File: src/rtl/dpe_pkg.sv
// Shared DPE definitions: requester count, source indices and common types.
package dpe_pkg;

  localparam int DPE_NUM_IN = 5;

  typedef logic [2:0]            dpe_src_t;
  typedef logic [DPE_NUM_IN-1:0] dpe_grant_t;

  localparam dpe_src_t DPE_SRC_CPU  = 3'd0;
  localparam dpe_src_t DPE_SRC_ETH1 = 3'd1;
  localparam dpe_src_t DPE_SRC_ETH2 = 3'd2;
  localparam dpe_src_t DPE_SRC_ETH3 = 3'd3;
  localparam dpe_src_t DPE_SRC_ETH4 = 3'd4;

  typedef enum logic {
    SCHED_IDLE = 1'b0,
    SCHED_BUSY = 1'b1
  } sched_state_t;

  // Next index in the circular order, wrapping n-1 back to 0.
  function automatic dpe_src_t dpe_next_src(input dpe_src_t s, input int n);
    return (int'(s) == n - 1) ? DPE_SRC_CPU : s + 3'd1;
  endfunction

endpackage

File: src/rtl/dpe_rr_pick.sv
// Combinational circular priority picker: first set bit of req at or after
// start, wrapping around. Shared by the DPE arbiters.
module dpe_rr_pick
  import dpe_pkg::*;
#(
  parameter int N  = DPE_NUM_IN,
  parameter int IW = $bits(dpe_src_t)
) (
  input  logic [N-1:0]  req,
  input  logic [IW-1:0] start,
  output logic [N-1:0]  onehot,
  output logic [IW-1:0] idx,
  output logic          any
);

  logic [2*N-1:0] dbl;
  logic [2*N-1:0] shifted;
  logic [N-1:0]   rot;
  logic [IW-1:0]  off;
  logic [IW:0]    sum;

  // Rotate the doubled request vector so start lands at bit 0, then take the
  // lowest set bit and map its offset back to an absolute index.
  always_comb begin
    // NOTE: every output and temporary gets a default first so no latch is inferred.
    off     = '0;
    dbl     = {req, req};
    shifted = dbl >> start;
    rot     = shifted[N-1:0];
    any     = |rot;
    for (int i = N - 1; i >= 0; i--) begin
      if (rot[i]) off = IW'(i);
    end
    sum = {1'b0, start} + {1'b0, off};
    if (sum >= (IW+1)'(N)) sum = sum - (IW+1)'(N);
    idx    = sum[IW-1:0];
    onehot = any ? (N'(1) << idx) : '0;
  end

endmodule

File: src/rtl/dpe_mux_scheduler.sv
// Packet-level round-robin scheduler for the DPE ingress multiplexer. Grants
// whole packets, allows up to BURST back-to-back packets per turn, honours
// pause at packet boundaries and flags packets longer than MAX_BEATS beats.
module dpe_mux_scheduler
  import dpe_pkg::*;
#(
  parameter int NUM_IN    = DPE_NUM_IN,
  parameter int BURST     = 2,
  parameter int MAX_BEATS = 1024
) (
  input  logic              clk,
  input  logic              rst,
  input  logic [NUM_IN-1:0] req,
  input  logic              out_hs,
  input  logic              out_last,
  input  logic              pause,
  output logic [NUM_IN-1:0] grant,
  output dpe_src_t          grant_idx,
  output logic              grant_vld,
  output logic              is_idle,
  output logic              wdog_err
);

  localparam int BW = $clog2(MAX_BEATS) + 1;
  localparam logic [BW-1:0] BEAT_LIMIT = BW'(MAX_BEATS);
  localparam logic [BW-1:0] BEAT_ONE   = BW'(1);
  localparam logic [3:0]    BURST_Q    = 4'(BURST);

  sched_state_t      state;
  dpe_src_t          rr_ptr;
  logic [3:0]        burst_cnt;
  logic [BW-1:0]     beat_cnt;

  dpe_src_t          owner_nxt;
  dpe_src_t          pick_start;
  logic [NUM_IN-1:0] pick_onehot;
  dpe_src_t          pick_idx;
  logic              pick_any;
  logic              owner_req;
  logic              pkt_end;
  logic [BW-1:0]     beat_inc;

  // Arbitration start point and per-cycle packet status.
  always_comb begin
    owner_nxt  = dpe_next_src(grant_idx, NUM_IN);
    pick_start = (state == SCHED_BUSY) ? owner_nxt : rr_ptr;
    owner_req  = |(req & grant);
    pkt_end    = out_hs & out_last;
    beat_inc   = (&beat_cnt) ? beat_cnt : beat_cnt + BEAT_ONE;
  end

  dpe_rr_pick #(
    .N  (NUM_IN),
    .IW ($bits(dpe_src_t))
  ) u_pick (
    .req    (req),
    .start  (pick_start),
    .onehot (pick_onehot),
    .idx    (pick_idx),
    .any    (pick_any)
  );

  // Scheduler FSM with registered grant, idle and watchdog outputs.
  always_ff @(posedge clk) begin
    // NOTE: sequential state uses non-blocking assignments so every register
    // samples pre-edge values regardless of statement order.
    if (rst) begin
      state     <= SCHED_IDLE;
      grant     <= '0;
      grant_idx <= DPE_SRC_CPU;
      grant_vld <= 1'b0;
      is_idle   <= 1'b1;
      wdog_err  <= 1'b0;
      rr_ptr    <= DPE_SRC_CPU;
      burst_cnt <= '0;
      beat_cnt  <= '0;
    end else begin
      wdog_err <= 1'b0;
      case (state)
        SCHED_IDLE: begin
          // Stray handshakes here are ignored; only a request can leave IDLE.
          if (!pause && pick_any) begin
            grant     <= pick_onehot;
            grant_idx <= pick_idx;
            grant_vld <= 1'b1;
            burst_cnt <= 4'd1;
            beat_cnt  <= '0;
            is_idle   <= 1'b0;
            state     <= SCHED_BUSY;
          end
        end
        SCHED_BUSY: begin
          if (out_hs) begin
            beat_cnt <= beat_inc;
            // beat_cnt only climbs within a packet, so this matches once.
            if (!out_last && beat_inc == BEAT_LIMIT) wdog_err <= 1'b1;
          end
          if (pkt_end) begin
            beat_cnt <= '0;
            if (!pause && owner_req && burst_cnt < BURST_Q) begin
              burst_cnt <= burst_cnt + 4'd1;
            end else if (!pause && pick_any) begin
              // Searching from owner+1 puts the owner last, so it only wins
              // again when nobody else is asking (fresh burst).
              grant     <= pick_onehot;
              grant_idx <= pick_idx;
              burst_cnt <= 4'd1;
              rr_ptr    <= owner_nxt;
            end else begin
              grant     <= '0;
              grant_idx <= DPE_SRC_CPU;
              grant_vld <= 1'b0;
              burst_cnt <= '0;
              rr_ptr    <= owner_nxt;
              is_idle   <= 1'b1;
              state     <= SCHED_IDLE;
            end
          end
        end
        default: state <= SCHED_IDLE;
      endcase
    end
  end

endmodule

File: config.mk
export PLATFORM = sky130hd
export DESIGN_NAME = dpe_mux_scheduler
export DESIGN_NICKNAME = d
export VERILOG_FILES = /design/src/rtl/dpe_pkg.sv /design/src/rtl/dpe_rr_pick.sv /design/src/rtl/dpe_mux_scheduler.sv
export SDC_FILE = /design/constraint.sdc
export NUM_CORES = 1
export LEC_CHECK = 0
export ABC_CLOCK_PERIOD_IN_PS = 11000
export BUFFER_PORTS_ARGS = -buffer_cell sky130_fd_sc_hd__buf_2
export CORE_ASPECT_RATIO = 0.75
export CORE_MARGIN = 4
export CORE_UTILIZATION = 40
export CTS_CLUSTER_DIAMETER = 80
export DETAILED_ROUTE_END_ITERATION = 6
export GPL_ROUTABILITY_DRIVEN = 0
export PLACE_DENSITY = 0.56
export SLEW_MARGIN = 40
export SYNTH_ARGS = -nofsm -noshare
export SYNTH_HDL_FRONTEND = slang
export SYNTH_SLANG_ARGS = --single-unit
File: constraint.sdc
create_clock -name clk -period 11 [get_ports clk]
set_input_delay 1.1 -clock clk [delete_from_list [all_inputs] [get_ports clk]]
set_output_delay 1.1 -clock clk [all_outputs]
set_load 0.05 [all_outputs]
==> impl_metrics.toml <==
[global_route]
antenna_found_initial = 0
grt_first_pass_wirelength_mm = 8.48
track_usage_pct = 16.2
grt_pass1_vias = 1717
grt-ovfl-total = 0
grt_max_degree = 32

[synthesis]
synth.net_count = 280
synth.avg_cell_area_um2 = 8.03
async_reset_ff_share_pct = 0
ys_seq_elements = 30
yosys_warnings = 0
netlist_instances = 259
ys.flop_type = "dfxtp_1"
synth_cell_type_count = 63
synth.area.top_cells = "dfxtp_1 (29%), ha_1 (6.0%), nand2_1 (5.4%), a21oi_1 (5.1%), nor2_1 (3.8%)"
ys_top_cells_by_count = "dfxtp_1 (30), nand2_1 (30), a21oi_1 (21), nor2_1 (21)"
synth-edff-count = 0
yosys.area.top_type = "dfxtp_1"
synth_top_area_share_pct = 28.9
yosysSeqAreaShare_pct = 28.9
netlist_area_mm2 = 0.00208

[worst_setup_path]
r2r-start = "grant_idx[0]$_SDFFE_PP0P_"
critPathMaxStageDelay_ns = 0.50
crit_path_frequent_cell = "inv_1"
r2r-end = "grant[4]$_SDFFE_PP0P_"
slowest_stage = "fa_1"
path_max_fanout = 10
crit_family = "compound AO/OA/AOI/OAI gates"
end_kind = "register"
worstSetupPathType = "reg2reg"
start_kind = "register"
crit_chain = "inv_1 -> ha_1 -> or3b_1 -> a31o_1 -> inv_1 -> nor2_1 -> a31oi_1 -> a21oi_1 -> a311oi_1 -> o311a_1 -> ha_1 -> inv_1 -> fa_1 -> ha_1 -> nand2b_1 -> a221o_1 -> a221o_1 -> nor2b_1 -> xnor2_1 -> inv_1 -> o41ai_1"
rrSetupSlack_ns = 5.93
crit_arrival_ns = 5.25
required_ns = 11.18
worstRegToRegCells = 21
critPathBufInv = 4

[cts]
cts_tree = "done"
clockBufferDepth = 2
clock-sinks = 30
cts_hold_buf = 0
clk_latency_ns = 0.28
cts_setup_buffers = 0
clk_pin_slew_ns = 0.07
cts_resized = 0
cts_root_buf = "clkbuf_8"
numCtsBuffers = 5
htree_num_levels = 2

[timing]
setup_tns_ns = 0
drv_slew = 0
fmax_ghz = 0.197
rsz0062_at_grt = "false"
slew_headroom_pct = 53.7
fin_crit_sh_pct = 46.1
skew_ns = 0.00536
fin_crit_ns = 5.07
setup_viol = 0
hold_viol = 0
fin_ws_ns = 5.93
worst_pin_slew_ns = 0.693

[route]
via_per_inst = 5.87
ant_nets = 0
drc_errors = 0
dr_total_vias = 1959
routed_wl_mm = 5.09
first_iter_violations = 121
dr.pass1.iters = 4
avgRoutedWirePerCell_um = 15.2

[power]
p_leak_uw = 0.000901
peakVddDrop_v = 0.000145
total_power_uw = 598
powerDensity_mw_per_mm2 = 259

[place]
hpwl_mm = 3.82
dp_slack_ns = 5.98
placed_area_mm2 = 0.00220
io_buffers = 20

[floorplanning]
ios = 21
core_region_area_mm2 = 0.00495
row_count = 22
die-area_mm2 = 0.00643
die_x_um = 91.3
initial_core_util_pct = 42.0
die_h_um = 70.4

[final_layout]
design_area_mm2 = 0.00231
n_antenna_cell = 0
nNetsFinal = 295
drive_gt1_share_pct = 16.1
utilization_pct = 46.6
synthToLayoutAreaGrowth_pct = 11.1

[status]
outcome = "complete, no violations"

[worst_hold_path]
holdCritPathClass = "reg2reg"
whs_endpoint = "burst_cnt[3]$_SDFFE_PP0P_"
min_from = "burst_cnt[3]$_SDFFE_PP0P_"
whs_path_depth = 1

[flow_run]
maxCapViolCount = 0
-- layer usage --
layer  part of all wire [%]  vias to the layer above  track usage (%)
li1                       -                     1001                -
met1                     59                      917             26.7
met2                     37                       37             19.7
met3                    3.7                        4             4.09
met4                   0.63                        0             3.68
met5                      0                        -                0
-- worst max-delay path by stage --
stage	from	endpoint	slack, ns	cells past startpoint
after global placement	grant_idx[0]$_SDFFE_PP0P_	grant[2]$_SDFFE_PP0P_	5.98	22
after detailed placement	grant_idx[0]$_SDFFE_PP0P_	grant[0]$_SDFFE_PP0P_	5.98	22
after global routing	grant_idx[0]$_SDFFE_PP0P_	grant[0]$_SDFFE_PP0P_	5.59	22
after CTS	grant_idx[0]$_SDFFE_PP0P_	grant[4]$_SDFFE_PP0P_	5.94	21
after floorplan	grant_idx[0]$_SDFFE_PP0P_	grant[4]$_SDFFE_PP0P_	6.09	22
final	grant_idx[0]$_SDFFE_PP0P_	grant[4]$_SDFFE_PP0P_	5.93	21
-- area by class of cell --
class | instances | area, µm²
Clock buffer | 6 | 82.6
Multi-Input combinational cell | 204 | 1370
Tap cell | 60 | 75.1
Clock inverter | 1 | 30.0
Timing Repair Buffer | 20 | 100
Sequential cell | 30 | 601
Inverter | 13 | 53.8
Fill cell | 515 | 2640
-- logic make-up after synthesis --
group | share of synthesized area, %
xor gates and xnor gates | 2.53
adders and majority gates | 6.98
AOI/OAI and AO/OA | 28.8
and+or+nand+nor | 25.1
DFF | 28.9
buffers and inverters | 5.53
muxes | 2.17
-- state kept, by name, summed over array words and instances (netlist names), 3 cells and up --
register / count
grant: 5
beat_cnt: 11
grant_idx: 3
burst_cnt: 4
rr_ptr: 3
-- power by group --
part           internal (µW)  switching [µW]
logic                    120             221
registers                125            16.1
clock network           72.5            43.7
-- stage by stage --
stage	std cells	hold WS (ns)
2_1_floorplan	259	0.422
3_3_place_gp	327	0.440
3_5_place_dp	327	0.440
4_1_cts	334	0.459
5_1_grt	334	0.468
6_report	334	0.454
-- cell usage in the layout, fill, tap and decap left out, drive strengths merged, types with 2 or more instances in the layout --
cell type  Yosys  final
a211oi         4      4
a21oi         21     21
a221o          3      3
a22o           2      2
a22oi          6      6
a311oi         5      5
a31o           3      3
a31oi          7      7
and2           2      2
and3           4      4
and4           3      3
buf            3     20
clkbuf         9      6
dfxtp         30     30
ha            10     10
inv           12     12
mux2i          3      3
nand2         31     31
nand2b         3      3
nand3          8      8
nand3b         2      2
nand4          3      3
nor2          23     23
nor2b          3      3
nor3          12     12
o21ai         11     11
o2bb2ai        4      4
o31ai          2      2
o32ai          3      3
or3            4      4
xnor2          3      3
xor2           3      3
Note: power is estimated with default switching activity, not from simulation.
